$ cat config.mk
export PLATFORM = sky130hd
export DESIGN_NAME = hazard_ctrl
export DESIGN_NICKNAME = d
export VERILOG_FILES = /design/src/rtl/antares_pipe_pkg.sv /design/src/rtl/hazard_sb_stage.sv /design/src/rtl/hazard_ctrl.sv
export SDC_FILE = /design/constraint.sdc
export NUM_CORES = 1
export LEC_CHECK = 0
export ABC_AREA = 1
export CAP_MARGIN = 15
export CORE_MARGIN = 10
export CORE_UTILIZATION = 30
export DETAILED_ROUTE_END_ITERATION = 8
export PLACE_DENSITY_LB_ADDON = 0.2
export REMOVE_ABC_BUFFERS = 1
export SLEW_MARGIN = 10
export SYNTH_ARGS = -nofsm -noshare
export SYNTH_HDL_FRONTEND = slang
export SYNTH_SLANG_ARGS = --single-unit
$ cat constraint.sdc
create_clock -name clock -period 1.3 [get_ports clock]
set_input_delay 0.195 -clock clock [delete_from_list [all_inputs] [get_ports clock]]
set_output_delay 0.195 -clock clock [all_outputs]
set_load 0.03 [all_outputs]
$ cat src/rtl/antares_pipe_pkg.sv
// Shared types and constants for the Antares pipeline hazard logic.
package antares_pipe_pkg;

    localparam int REG_ADDR_W_DEFAULT = 5;

    // Scoreboard entries store destinations at a fixed width so one entry type
    // serves every supported register-address width (up to 8 bits).
    localparam int SB_DEST_W = 8;

    localparam logic [SB_DEST_W-1:0] REG_ZERO = '0;

    typedef struct packed {
        logic                 valid;
        logic                 reg_write;
        logic                 mem_read;
        logic [SB_DEST_W-1:0] dest;
    } sb_entry_t;

    localparam sb_entry_t SB_BUBBLE = '0;

    // True when an ID source operand depends on the result of an in-flight entry.
    // Register zero is hard-wired, so it never creates a dependency.
    function automatic logic src_match(
        input sb_entry_t            entry,
        input logic [SB_DEST_W-1:0] src,
        input logic                 uses
    );
        return (src != REG_ZERO) && uses && entry.valid && entry.reg_write &&
               (entry.dest == src);
    endfunction

endpackage

$ cat src/rtl/hazard_sb_stage.sv
// One scoreboard entry register: hold keeps the entry, bubble clears it,
// otherwise it loads the entry presented by the previous stage.
module hazard_sb_stage
    import antares_pipe_pkg::*;
(
    input  logic      clock,
    input  logic      reset,
    input  logic      hold,
    input  logic      bubble,
    input  sb_entry_t load_d,
    output sb_entry_t entry_q
);

    sb_entry_t entry_d;

    // Next entry: bubble has priority over hold, hold over load.
    always_comb begin
        entry_d = load_d;
        if (bubble) begin
            entry_d = SB_BUBBLE;
        end else if (hold) begin
            entry_d = entry_q;
        end
    end

    // Entry register, cleared asynchronously while reset is low.
    always_ff @(posedge clock or negedge reset) begin
        if (!reset) begin
            entry_q <= SB_BUBBLE;
        end else begin
            entry_q <= entry_d;
        end
    end

endmodule

$ cat src/rtl/hazard_ctrl.sv
// Pipeline hazard controller for the Antares in-order pipeline.
// Tracks in-flight instructions in a per-stage scoreboard (EX .. WB) and
// derives PC / IF-ID / ID-EX enables, flushes and bubbles from it.
// Optional: define HAZARD_PERF_CNT_EN to add saturating stall/redirect counters.
module hazard_ctrl
    import antares_pipe_pkg::*;
#(
    parameter int STAGES       = 5,
    parameter int REG_ADDR_W   = REG_ADDR_W_DEFAULT,
    parameter int LOAD_LATENCY = 1,
    parameter int CNT_W        = 32
) (
    input  logic                  clock,
    input  logic                  reset,
    input  logic                  idValid,
    input  logic [REG_ADDR_W-1:0] idRs,
    input  logic [REG_ADDR_W-1:0] idRt,
    input  logic                  idUsesRs,
    input  logic                  idUsesRt,
    input  logic                  idRegWrite,
    input  logic                  idMemRead,
    input  logic [REG_ADDR_W-1:0] idDest,
    input  logic                  idRedirect,
    input  logic                  exBusy,
    output logic                  pcWrite,
    output logic                  ifidWrite,
    output logic                  ifidFlush,
    output logic                  idexWrite,
    output logic                  idexFlush,
    output logic                  exmemFlush,
    output logic                  loadUseStall
`ifdef HAZARD_PERF_CNT_EN
    ,
    output logic [CNT_W-1:0]      luStallCnt,
    output logic [CNT_W-1:0]      busyStallCnt,
    output logic [CNT_W-1:0]      redirectCnt
`endif
);

    // Back-end entries: 1 = EX ... N = WB.
    localparam int N = STAGES - 2;

    sb_entry_t sb_q    [1:N];
    sb_entry_t sb_load [1:N];
    logic [N:1] sb_hold;
    logic [N:1] sb_bubble;

    logic [SB_DEST_W-1:0] rs_ext;
    logic [SB_DEST_W-1:0] rt_ext;
    logic                 lu_hazard;
    logic                 redirect_taken;

    assign rs_ext = SB_DEST_W'(idRs);
    assign rt_ext = SB_DEST_W'(idRt);

    genvar k;
    generate
        for (k = 1; k <= N; k++) begin : g_sb
            if (k == 1) begin : g_head
                assign sb_load[k] = '{valid:     idValid,
                                      reg_write: idRegWrite,
                                      mem_read:  idMemRead,
                                      dest:      SB_DEST_W'(idDest)};
            end else begin : g_tail
                assign sb_load[k] = sb_q[k-1];
            end

            hazard_sb_stage u_stage (
                .clock   (clock),
                .reset   (reset),
                .hold    (sb_hold[k]),
                .bubble  (sb_bubble[k]),
                .load_d  (sb_load[k]),
                .entry_q (sb_q[k])
            );
        end
    endgenerate

    // Load-use: a load still within its non-forwardable window feeds an ID source.
    always_comb begin
        lu_hazard = 1'b0;
        for (int i = 1; i <= LOAD_LATENCY; i++) begin
            if (sb_q[i].mem_read &&
                (src_match(sb_q[i], rs_ext, idUsesRs) ||
                 src_match(sb_q[i], rt_ext, idUsesRt))) begin
                lu_hazard = 1'b1;
            end
        end
        lu_hazard = lu_hazard & idValid;
    end

    // Prioritised pipeline control: busy EX, then load-use, then redirect.
    always_comb begin
        pcWrite        = 1'b1;
        ifidWrite      = 1'b1;
        idexWrite      = 1'b1;
        ifidFlush      = 1'b0;
        idexFlush      = 1'b0;
        exmemFlush     = 1'b0;
        loadUseStall   = 1'b0;
        sb_hold        = '0;
        sb_bubble      = '0;
        redirect_taken = 1'b0;

        if (exBusy) begin
            // EX keeps its instruction; MEM sees a bubble; older ones drain.
            pcWrite      = 1'b0;
            ifidWrite    = 1'b0;
            idexWrite    = 1'b0;
            exmemFlush   = 1'b1;
            sb_hold[1]   = 1'b1;
            sb_bubble[2] = 1'b1;
        end else if (lu_hazard) begin
            // Redirect is not trusted here: ID operands are stale.
            pcWrite      = 1'b0;
            ifidWrite    = 1'b0;
            idexFlush    = 1'b1;
            loadUseStall = 1'b1;
            sb_bubble[1] = 1'b1;
        end else if (idRedirect && idValid) begin
            ifidFlush      = 1'b1;
            redirect_taken = 1'b1;
        end

        if (!reset) begin
            pcWrite        = 1'b0;
            ifidWrite      = 1'b0;
            idexWrite      = 1'b0;
            ifidFlush      = 1'b1;
            idexFlush      = 1'b1;
            exmemFlush     = 1'b1;
            loadUseStall   = 1'b0;
            redirect_taken = 1'b0;
        end
    end

`ifdef HAZARD_PERF_CNT_EN
    logic [CNT_W-1:0] lu_stall_cnt_q,   lu_stall_cnt_d;
    logic [CNT_W-1:0] busy_stall_cnt_q, busy_stall_cnt_d;
    logic [CNT_W-1:0] redirect_cnt_q,   redirect_cnt_d;

    // Saturating event counters.
    always_comb begin
        lu_stall_cnt_d   = lu_stall_cnt_q;
        busy_stall_cnt_d = busy_stall_cnt_q;
        redirect_cnt_d   = redirect_cnt_q;
        if (loadUseStall && (lu_stall_cnt_q != '1)) begin
            lu_stall_cnt_d = lu_stall_cnt_q + 1'b1;
        end
        if (exBusy && (busy_stall_cnt_q != '1)) begin
            busy_stall_cnt_d = busy_stall_cnt_q + 1'b1;
        end
        if (redirect_taken && (redirect_cnt_q != '1)) begin
            redirect_cnt_d = redirect_cnt_q + 1'b1;
        end
    end

    // Counter registers.
    always_ff @(posedge clock or negedge reset) begin
        if (!reset) begin
            lu_stall_cnt_q   <= '0;
            busy_stall_cnt_q <= '0;
            redirect_cnt_q   <= '0;
        end else begin
            lu_stall_cnt_q   <= lu_stall_cnt_d;
            busy_stall_cnt_q <= busy_stall_cnt_d;
            redirect_cnt_q   <= redirect_cnt_d;
        end
    end

    assign luStallCnt   = lu_stall_cnt_q;
    assign busyStallCnt = busy_stall_cnt_q;
    assign redirectCnt  = redirect_cnt_q;
`endif

endmodule

; ---- Yosys cells after proc, flatten, opt, wreduce, memory -nomap -nowiden
; Cells that the tools add are included.
[totals]
mem_count = 0
word_cells = 39
mem_bits_ro = 0
latchBits = 0
input_bits = 24
register_bits = 11
mem_bits_rw = 0
output_inout_bits = 7
[classes]
n_shift = 0
n_reduce_logical = 13
div_mod_pow = 0
magnitude_cmp = 0
n_bitwise = 1
muxes = 18
n_eq_ne = 3
addsub = 0
n_mul = 0
[ops]
columns = operator, n
row1 = $mux 11, 2
row2 = $eq 8x5->1, 2
row3 = $mux 1, 16
row4 = $reduce_bool 8->1, 2
row5 = $logic_and 1x1->1, 10
row6 = $ne 2x2->1 const B, 1
row7 = $and 1x1->1, 1
row8 = $logic_or 1x1->1, 1

; ---- Logic depth before layout (Yosys ltp)
; Gate-level depths: netlist of the first run.
[depth]
ltp_word = 12
mapped_depth = 11
depth_no_buf = 10

; ---- Modules after synthesis
; From an unflattened synthesis of the first run, not the netlist that was laid out.
[unflattened]
hier_cells = 128
area_unflattened_um2 = 790.8
[modules_own_cells]
columns = module, cells_per_inst, n_inst, seq_area_each_um2, area_per_inst_um2
row1 = hazard_sb_stage, 49, 1, 275.3, 449.2
row2 = hazard_ctrl, 79, 1, 0.0, 341.6

; ---- Worst setup path after synthesis of the first run
; OpenSTA, ideal clock, no wires.
[synth_path]
path_kind = input -> output
startpoint = input port reset
endpoint = output port pcWrite
t_required_ns = 1.105
path_buffers = 1
stages = 5
t_arrival_ns = 1.848
slack_ns = -0.743
path_cell_list = inv_1 nor2_1 inv_1 a21oi_1 buf_4
[synth_between]
elab_chain_len = 1
[synth_rtl]
columns = item, line_no
row1 = "start, declared", hazard_ctrl.sv:14  ; input logic reset,
row2 = $mux 1, --
row3 = "end, declared", hazard_ctrl.sv:25  ; output logic pcWrite,
; No other way between the ends.

; ---- Worst setup path in the final report of the first run
[layout_path]
startpoint = input port idRt[2]
endpoint = output port ifidWrite
[layout_between]
elab_chain_len = 12
elab_cells_between_ends = 13
classes_between = 1 x eq/ne / 4 x mux / 1 x bitwise / 7 x reduce/logical
[layout_rtl]
columns = item, line_no
row1 = "start, declared", hazard_ctrl.sv:17  ; input logic [REG_ADDR_W-1:0] idRt,
row2 = $reduce_bool 8->1, antares_pipe_pkg.sv:28  ; return (src != REG_ZERO) && uses && entry.valid && entry.reg_write &&
row3 = $logic_and 1x1->1 (3 in series), antares_pipe_pkg.sv:28
row4 = $logic_and 1x1->1 *, antares_pipe_pkg.sv:28
row5 = $logic_or 1x1->1 *, hazard_ctrl.sv:84  ; (src_match(sb_q[i], rs_ext, idUsesRs) ||
row6 = $logic_and 1x1->1 *, hazard_ctrl.sv:83  ; if (sb_q[i].mem_read &&
row7 = $mux 1 *, hazard_ctrl.sv:83
row8 = $and 1x1->1 *, hazard_ctrl.sv:89  ; lu_hazard = lu_hazard & idValid;
row9 = $mux 1 *, hazard_ctrl.sv:113  ; end else if (lu_hazard) begin
row10 = $mux 1 *, hazard_ctrl.sv:105  ; if (exBusy) begin
row11 = $mux 1 *, hazard_ctrl.sv:125  ; if (!reset) begin
row12 = "end, declared", hazard_ctrl.sv:26  ; output logic ifidWrite,
; Every way passes the cells marked *; elsewhere a longest branch is shown, timed or not.

==> flow_metrics.tcl, run 1 <==
set metrics [dict create \
    rsz0062_at_grt "true" \
    max-clock-path-buffers 2 \
    cts_tree "done" \
    finalHoldViolCount 0 \
    internal_power_w 0.000513 \
    maxSlewViolCount 0 \
    largest_register_ffs 8 \
    path_common_cell "nand2_1" \
    h-tree-depth 1 \
    fin_crit_ps 1730 \
    postRouteAntennaNets 0 \
    syn_area_per_cell_um2 5.81 \
    cts_buffers 3 \
    fmax_mhz 577 \
    grt_pass1_wl_mm 3.35 \
    setup_violations 12 \
    critPathLaunchType "primary input" \
    maxCapViolations 0 \
    p_per_area_nw_per_um2 687 \
    setup_slack_ps -432 \
    antennaDiodeCount 0 \
    die_x_um 65.5 \
    numPortBuffers 30 \
    top_register "g_sb.u_stage.entry_q" \
    final_common_cell "nand2_1" \
    cpPeakStageDelay_ps 490 \
    r2r_slack_ps -100 \
    place_inst 170 \
    syn_area_um2 622 \
    status "complete, but fails checks" \
    crit_type "primary input to output port" \
    combPwrFrac 0.354 \
    fin_nets 176 \
    skew_ps 0.174 \
    ys.flop_type "dfrtp_1" \
    root_buffer "clkbuf_4" \
    slowest_stage "clkdlybuf4s50_1" \
    synth.distinct_cells 17 \
    syn-instance-count 107 \
    finalCritPeriodShare 1.33 \
    tritoncts_num_sinks 8 \
    num_rows 16 \
    ir_drop_v 0.000362 \
    wire_per_inst_um 11.2 \
    crit_start "idRt[2]" \
    path_cells "clkdlybuf4s50_1 -> inv_1 -> nand2_1 -> nand2_1 -> nand2_1 -> nor2_1 -> nand3_1 -> nand2_2 -> buf_6 -> a21oi_4 -> buf_6" \
    timing.rr.end "g_sb[1].u_stage.entry_q[10]" \
    sw_frac_of_total 0.304 \
    reg2regPathDepth 11 \
    leakage_nw 0.619 \
    tightest_slew_ps 384 \
    drtIter0Drc 36 \
    clk_pin_slew_ps 50 \
    pwr-share-seq 0.398 \
    yosysSeqAreaShare 0.322 \
    die-area_um2 4290 \
    route.detailed.drc 0 \
    drive_above_1_share 0.220 \
    r2r_start "g_sb[1].u_stage.entry_q[2]" \
    place_ws_ps -495 \
    top_regs "g_sb.u_stage.entry_q: 8 flops" \
    setup.worst_path.end "ifidWrite" \
    drt-total-wl_mm 1.98 \
    area_growth_pct 72.6 \
    stdcell_count 177 \
    path_depth 11 \
    grt_start_max_net_pins 11 \
    async_flop_share 1.00 \
    via_per_inst 4.38 \
    num_vias 775 \
    grt_usage 0.0958 \
    die_h_um 65.5 \
    cp_max_fo 3 \
    crit_arrival_ps 1540 \
    p_sw_w 0.000224 \
    crit_buf_inv 4 \
    endpoint_kind "output port" \
    insertion_delay_ps 240 \
    design.core.area_um2 1960 \
    grt_pass1_vias 845 \
    required_ps 1110 \
    hp-class "flop to flop" \
    clkPwrFrac 0.248 \
    ioPinCount 31 \
    relSlewSlack 0.743 \
    synth-seq-cells 8 \
    place_congestion 0.742 \
    firstDrtPassIters 4 \
    grt_antenna_before_repair 0 \
    cp_top_family "buffers and inverters" \
    final_cell_mix "45 x nand2_1, 14 x inv_1, 13 x clkdlybuf4s50_1" \
    initial_core_util 0.317 \
    dp_hpwl_mm 1.57 \
    synth-edff-count 0 \
    violations "setup timing" \
    grt_overflow 0 \
    synth_warnings 0 \
]
kinds of logic (layout without fill, tap and decap cells):
| logic type | count (synthesis) | count (layout) | synth area share |
|---|---|---|---|
| simple gates | 72 | 72 | 0.475 |
| buf+inv | 22 | 65 | 0.157 |
| flops | 8 | 8 | 0.322 |
| compound gates | 4 | 4 | 0.0322 |
| xor+xnor | 1 | 1 | 0.0141 |
cell usage after synthesis (2+ instances only):
library cell	count	share of area
dfrtp_1	8	0.32
inv_2	2	0.012
inv_1	16	0.097
nand2_2	2	0.020
nor2_1	12	0.072
nand2_1	45	0.27
a21oi_1	2	0.016
nand3_1	11	0.089
per-stage QoR:
stage | hold slack, ps | instance area [um2] | total power (W) | utilization | TNS [ps]
finish | 475 | 1070 | 0.000737 | 0.547 | -2600
global route | 499 | 1070 | 0.000796 | 0.547 | -4230
CTS | 476 | 1040 | 0.000732 | 0.529 | -2490
detailed placement | 462 | 982 | 0.000541 | 0.501 | -5500
global placement | 461 | 982 | 0.000537 | 0.501 | -5190
floorplan | -101 | 596 | 0.000399 | - | -2660
power groups by stage:
stage | registers, W | clock network, W | logic, W
after floorplan | 0.000291 | 0 | 0.000108
after global placement | 0.000295 | 0 | 0.000242
after detailed placement | 0.000296 | 0 | 0.000245
after CTS | 0.000293 | 0.000190 | 0.000250
after global routing | 0.000297 | 0.000206 | 0.000292
final | 0.000293 | 0.000183 | 0.000261
repair_timing:
action,4_1_cts,5_1_grt
hold buffers,1,0
endpoints found under the setup margin,14,13
pin swaps,8,3
hold endpoints to repair,8,0
gates resized for setup,24,7
setup buffers,1,2
tightest hold or removal path: stages, from the launching register on:
cell	delay [ps]
dfrtp_1	340
nand2_1	50
nand2_1	50
cell type report:
type,count,area (um2)
Clock buffer,3,22.5
Sequential cell,8,201
Timing Repair Buffer,43,394
Multi-Input combinational cell,77,350
Fill cell,217,888
Inverter,19,71.3
Tap cell,27,33.8
layer usage:
| layer | vias to the layer above | global-route usage | wire length, um |
|---|---|---|---|
| li1 | 410 | - | - |
| met1 | 341 | 0.0963 | 833 |
| met2 | 22 | 0.172 | 972 |
| met3 | 2 | 0.0424 | 159 |
| met4 | 0 | 0.0321 | 12 |
| met5 | - | 0 | 0 |
worst min-delay path by stage:
stage	slack [ps]	depth (start not counted)	endpoint	from
2_1_floorplan	-100	0	g_sb[1].u_stage.entry_q[0]	reset
3_3_place_gp	460	2	g_sb[1].u_stage.entry_q[8]	g_sb[1].u_stage.entry_q[8]
3_5_place_dp	460	2	g_sb[1].u_stage.entry_q[8]	g_sb[1].u_stage.entry_q[8]
4_1_cts	480	2	g_sb[1].u_stage.entry_q[8]	g_sb[1].u_stage.entry_q[8]
5_1_grt	500	2	g_sb[1].u_stage.entry_q[8]	g_sb[1].u_stage.entry_q[8]
6_report	480	2	g_sb[1].u_stage.entry_q[8]	g_sb[1].u_stage.entry_q[8]
No activity file was read; power rests on OpenSTA's default activity.
==> run 2: changes to the inputs <==
- CORE_MARGIN: 10 -> 5
==> run 2 against run 1 <==
  * The flow still finishes with violations (setup timing)
  * First-iteration DRC count down 83%
  * Clock skew rose by 1.4 ps
  * Register-to-register slack better by 50 ps
  * Core utilization increased by 0.32 points
  * Cell count up 0.56%
  * Power shrank 0.15%
  * Flip-flop and latch count is the same
  * Clock power about the same
  * Worst setup slack better by 34 ps
  * Fmax grew 2.0%
==> flow_metrics.tcl, run 2 (same netlist as run 1, synthesis figures left out) <==
set metrics [dict create \
    status "complete, but fails checks" \
    violations "setup timing" \
    die-area_um2 3080 \
    initial_core_util 0.317 \
    drt-total-wl_mm 1.83 \
    crit_start "idRs[2]" \
    place_congestion 0.760 \
    max-clock-path-buffers 2 \
    maxCapViolations 0 \
    maxSlewViolCount 0 \
    critPathLaunchType "primary input" \
    m1WireLength_um 781 \
    setup_violations 12 \
    fin_crit_ps 1700 \
    grt_pass1_wl_mm 2.99 \
    fillers 224 \
    finalHoldViolCount 0 \
    antennaDiodeCount 0 \
    timing.rr.end "g_sb[1].u_stage.entry_q[10]" \
    insertion_delay_ps 240 \
    relSlewSlack 0.864 \
    skew_ps 1.53 \
    dr_wl_met3_um 104 \
    cts_tree "done" \
    grt_overflow 0 \
    leakage_nw 0.621 \
    ir_drop_v 0.000414 \
    num_rows 16 \
    reg2regPathDepth 11 \
    min_path_cells 2 \
    route.detailed.drc 0 \
    crit_type "primary input to output port" \
    h-tree-depth 1 \
    rsz0062_at_grt "true" \
    setup_slack_ps -398 \
    tritoncts_num_sinks 8 \
    final_core_util 0.550 \
    tightest_slew_ps 204 \
    grt_antenna_before_repair 0 \
    cts_buffers 3 \
    postRouteAntennaNets 0 \
    top_register "g_sb.u_stage.entry_q" \
    wl_met2_um 924 \
    grt_pass1_vias 764 \
    finalCritPeriodShare 1.31 \
    dp_hpwl_mm 1.43 \
    endpoint_kind "output port" \
    setup.worst_path.end "ifidWrite" \
    wire_per_inst_um 10.3 \
    final_cell_mix "44 x nand2_1, 15 x clkdlybuf4s50_1, 14 x inv_1" \
    root_buffer "clkbuf_4" \
    via_per_inst 4.30 \
    crit_arrival_ps 1500 \
    hp-class "flop to flop" \
    area_growth_pct 73.6 \
    fin_nets 177 \
    die_h_um 55.5 \
    grt_start_max_net_pins 11 \
    top_layer_used "met4" \
    r2r_slack_ps -50 \
    required_ps 1110 \
    place_ws_ps -500 \
    drive_above_1_share 0.212 \
    num_vias 765 \
    top_regs "g_sb.u_stage.entry_q: 8 flops" \
    finalSetupTns_ps -2170 \
    final_common_cell "nand2_1" \
    firstDrtPassIters 4 \
    ioPinCount 31 \
    r2r_start "g_sb[1].u_stage.entry_q[2]" \
    p_per_area_nw_per_um2 682 \
    largest_register_ffs 8 \
    cp_max_fo 3 \
    power_w 0.000736 \
    clk_pin_slew_ps 50 \
    die_x_um 55.5 \
    design.core.area_um2 1960 \
    numPortBuffers 30 \
    grt_usage 0.118 \
    drtIter0Drc 6 \
    fmax_mhz 589 \
]
## run 2: power by group
part / internal (W) / switching, W / leakage [nW] / total, W
registers: 0.000272 / 0.0000224 / 0.0974 / 0.000294
logic: 0.000140 / 0.000123 / 0.510 / 0.000262
clock network: 0.000105 / 0.0000746 / 0.0138 / 0.000180
total: 0.000516 / 0.000220 / 0.621 / 0.000736
## run 2: timing repair
item | CTS | global route
pin swaps | 3 | 0
hold buffers | 0 | 2
endpoints found under the hold margin | 0 | 4
resized for setup | 20 | 7
buffers inserted | 2 | 3
setup endpoints to repair | 14 | 13
## run 2: final cells by class
cell class | instances | area (um2) | area share
tap | 27 | 33.8 | 0.0313
clock buffer | 3 | 22.5 | 0.0209
sequential | 8 | 200 | 0.185
inverter | 19 | 71.3 | 0.0660
multi-input combinational | 77 | 349 | 0.323
timing repair buffer | 44 | 403 | 0.373
## run 2: layer usage
| metal | global-route usage | vias up |
|---|---|---|
| li1 | - | 405 |
| met1 | 0.134 | 334 |
| met2 | 0.204 | 24 |
| met3 | 0.0280 | 2 |
| met4 | 0.0625 | 0 |
| met5 | 0 | - |
## run 2: worst max-delay path, stage by stage
cell and delay [ps]:
clkdlybuf4s50_1 450, nor2_1 110, nand2_1 60, nand2_1 50, nand2_1 40, nand4_1 80, nand2_2 80, buf_4 140
a21oi_4 140, buf_6 150
## run 2: worst min-delay path by stage
stage | slack, ps | from | end
6_report | 480 | g_sb[1].u_stage.entry_q[8] | g_sb[1].u_stage.entry_q[8]
4_1_cts | 0.02 | reset | g_sb[1].u_stage.entry_q[9]
5_1_grt | 510 | g_sb[1].u_stage.entry_q[8] | g_sb[1].u_stage.entry_q[8]
3_3_place_gp | 460 | g_sb[1].u_stage.entry_q[8] | g_sb[1].u_stage.entry_q[8]
3_5_place_dp | 470 | g_sb[1].u_stage.entry_q[8] | g_sb[1].u_stage.entry_q[8]
2_1_floorplan | -100 | reset | g_sb[1].u_stage.entry_q[0]
## run 2: through the flow
| step | area (um2) | hold WS (ps) | cells |
|---|---|---|---|
| 6_report | 1080 | 477 | 178 |
| 5_1_grt | 1080 | 514 | 178 |
| 4_1_cts | 1010 | 0.0182 | 173 |
| 3_5_place_dp | 975 | 473 | 169 |
| 3_3_place_gp | 975 | 461 | 169 |
| 2_1_floorplan | 596 | -101 | 104 |
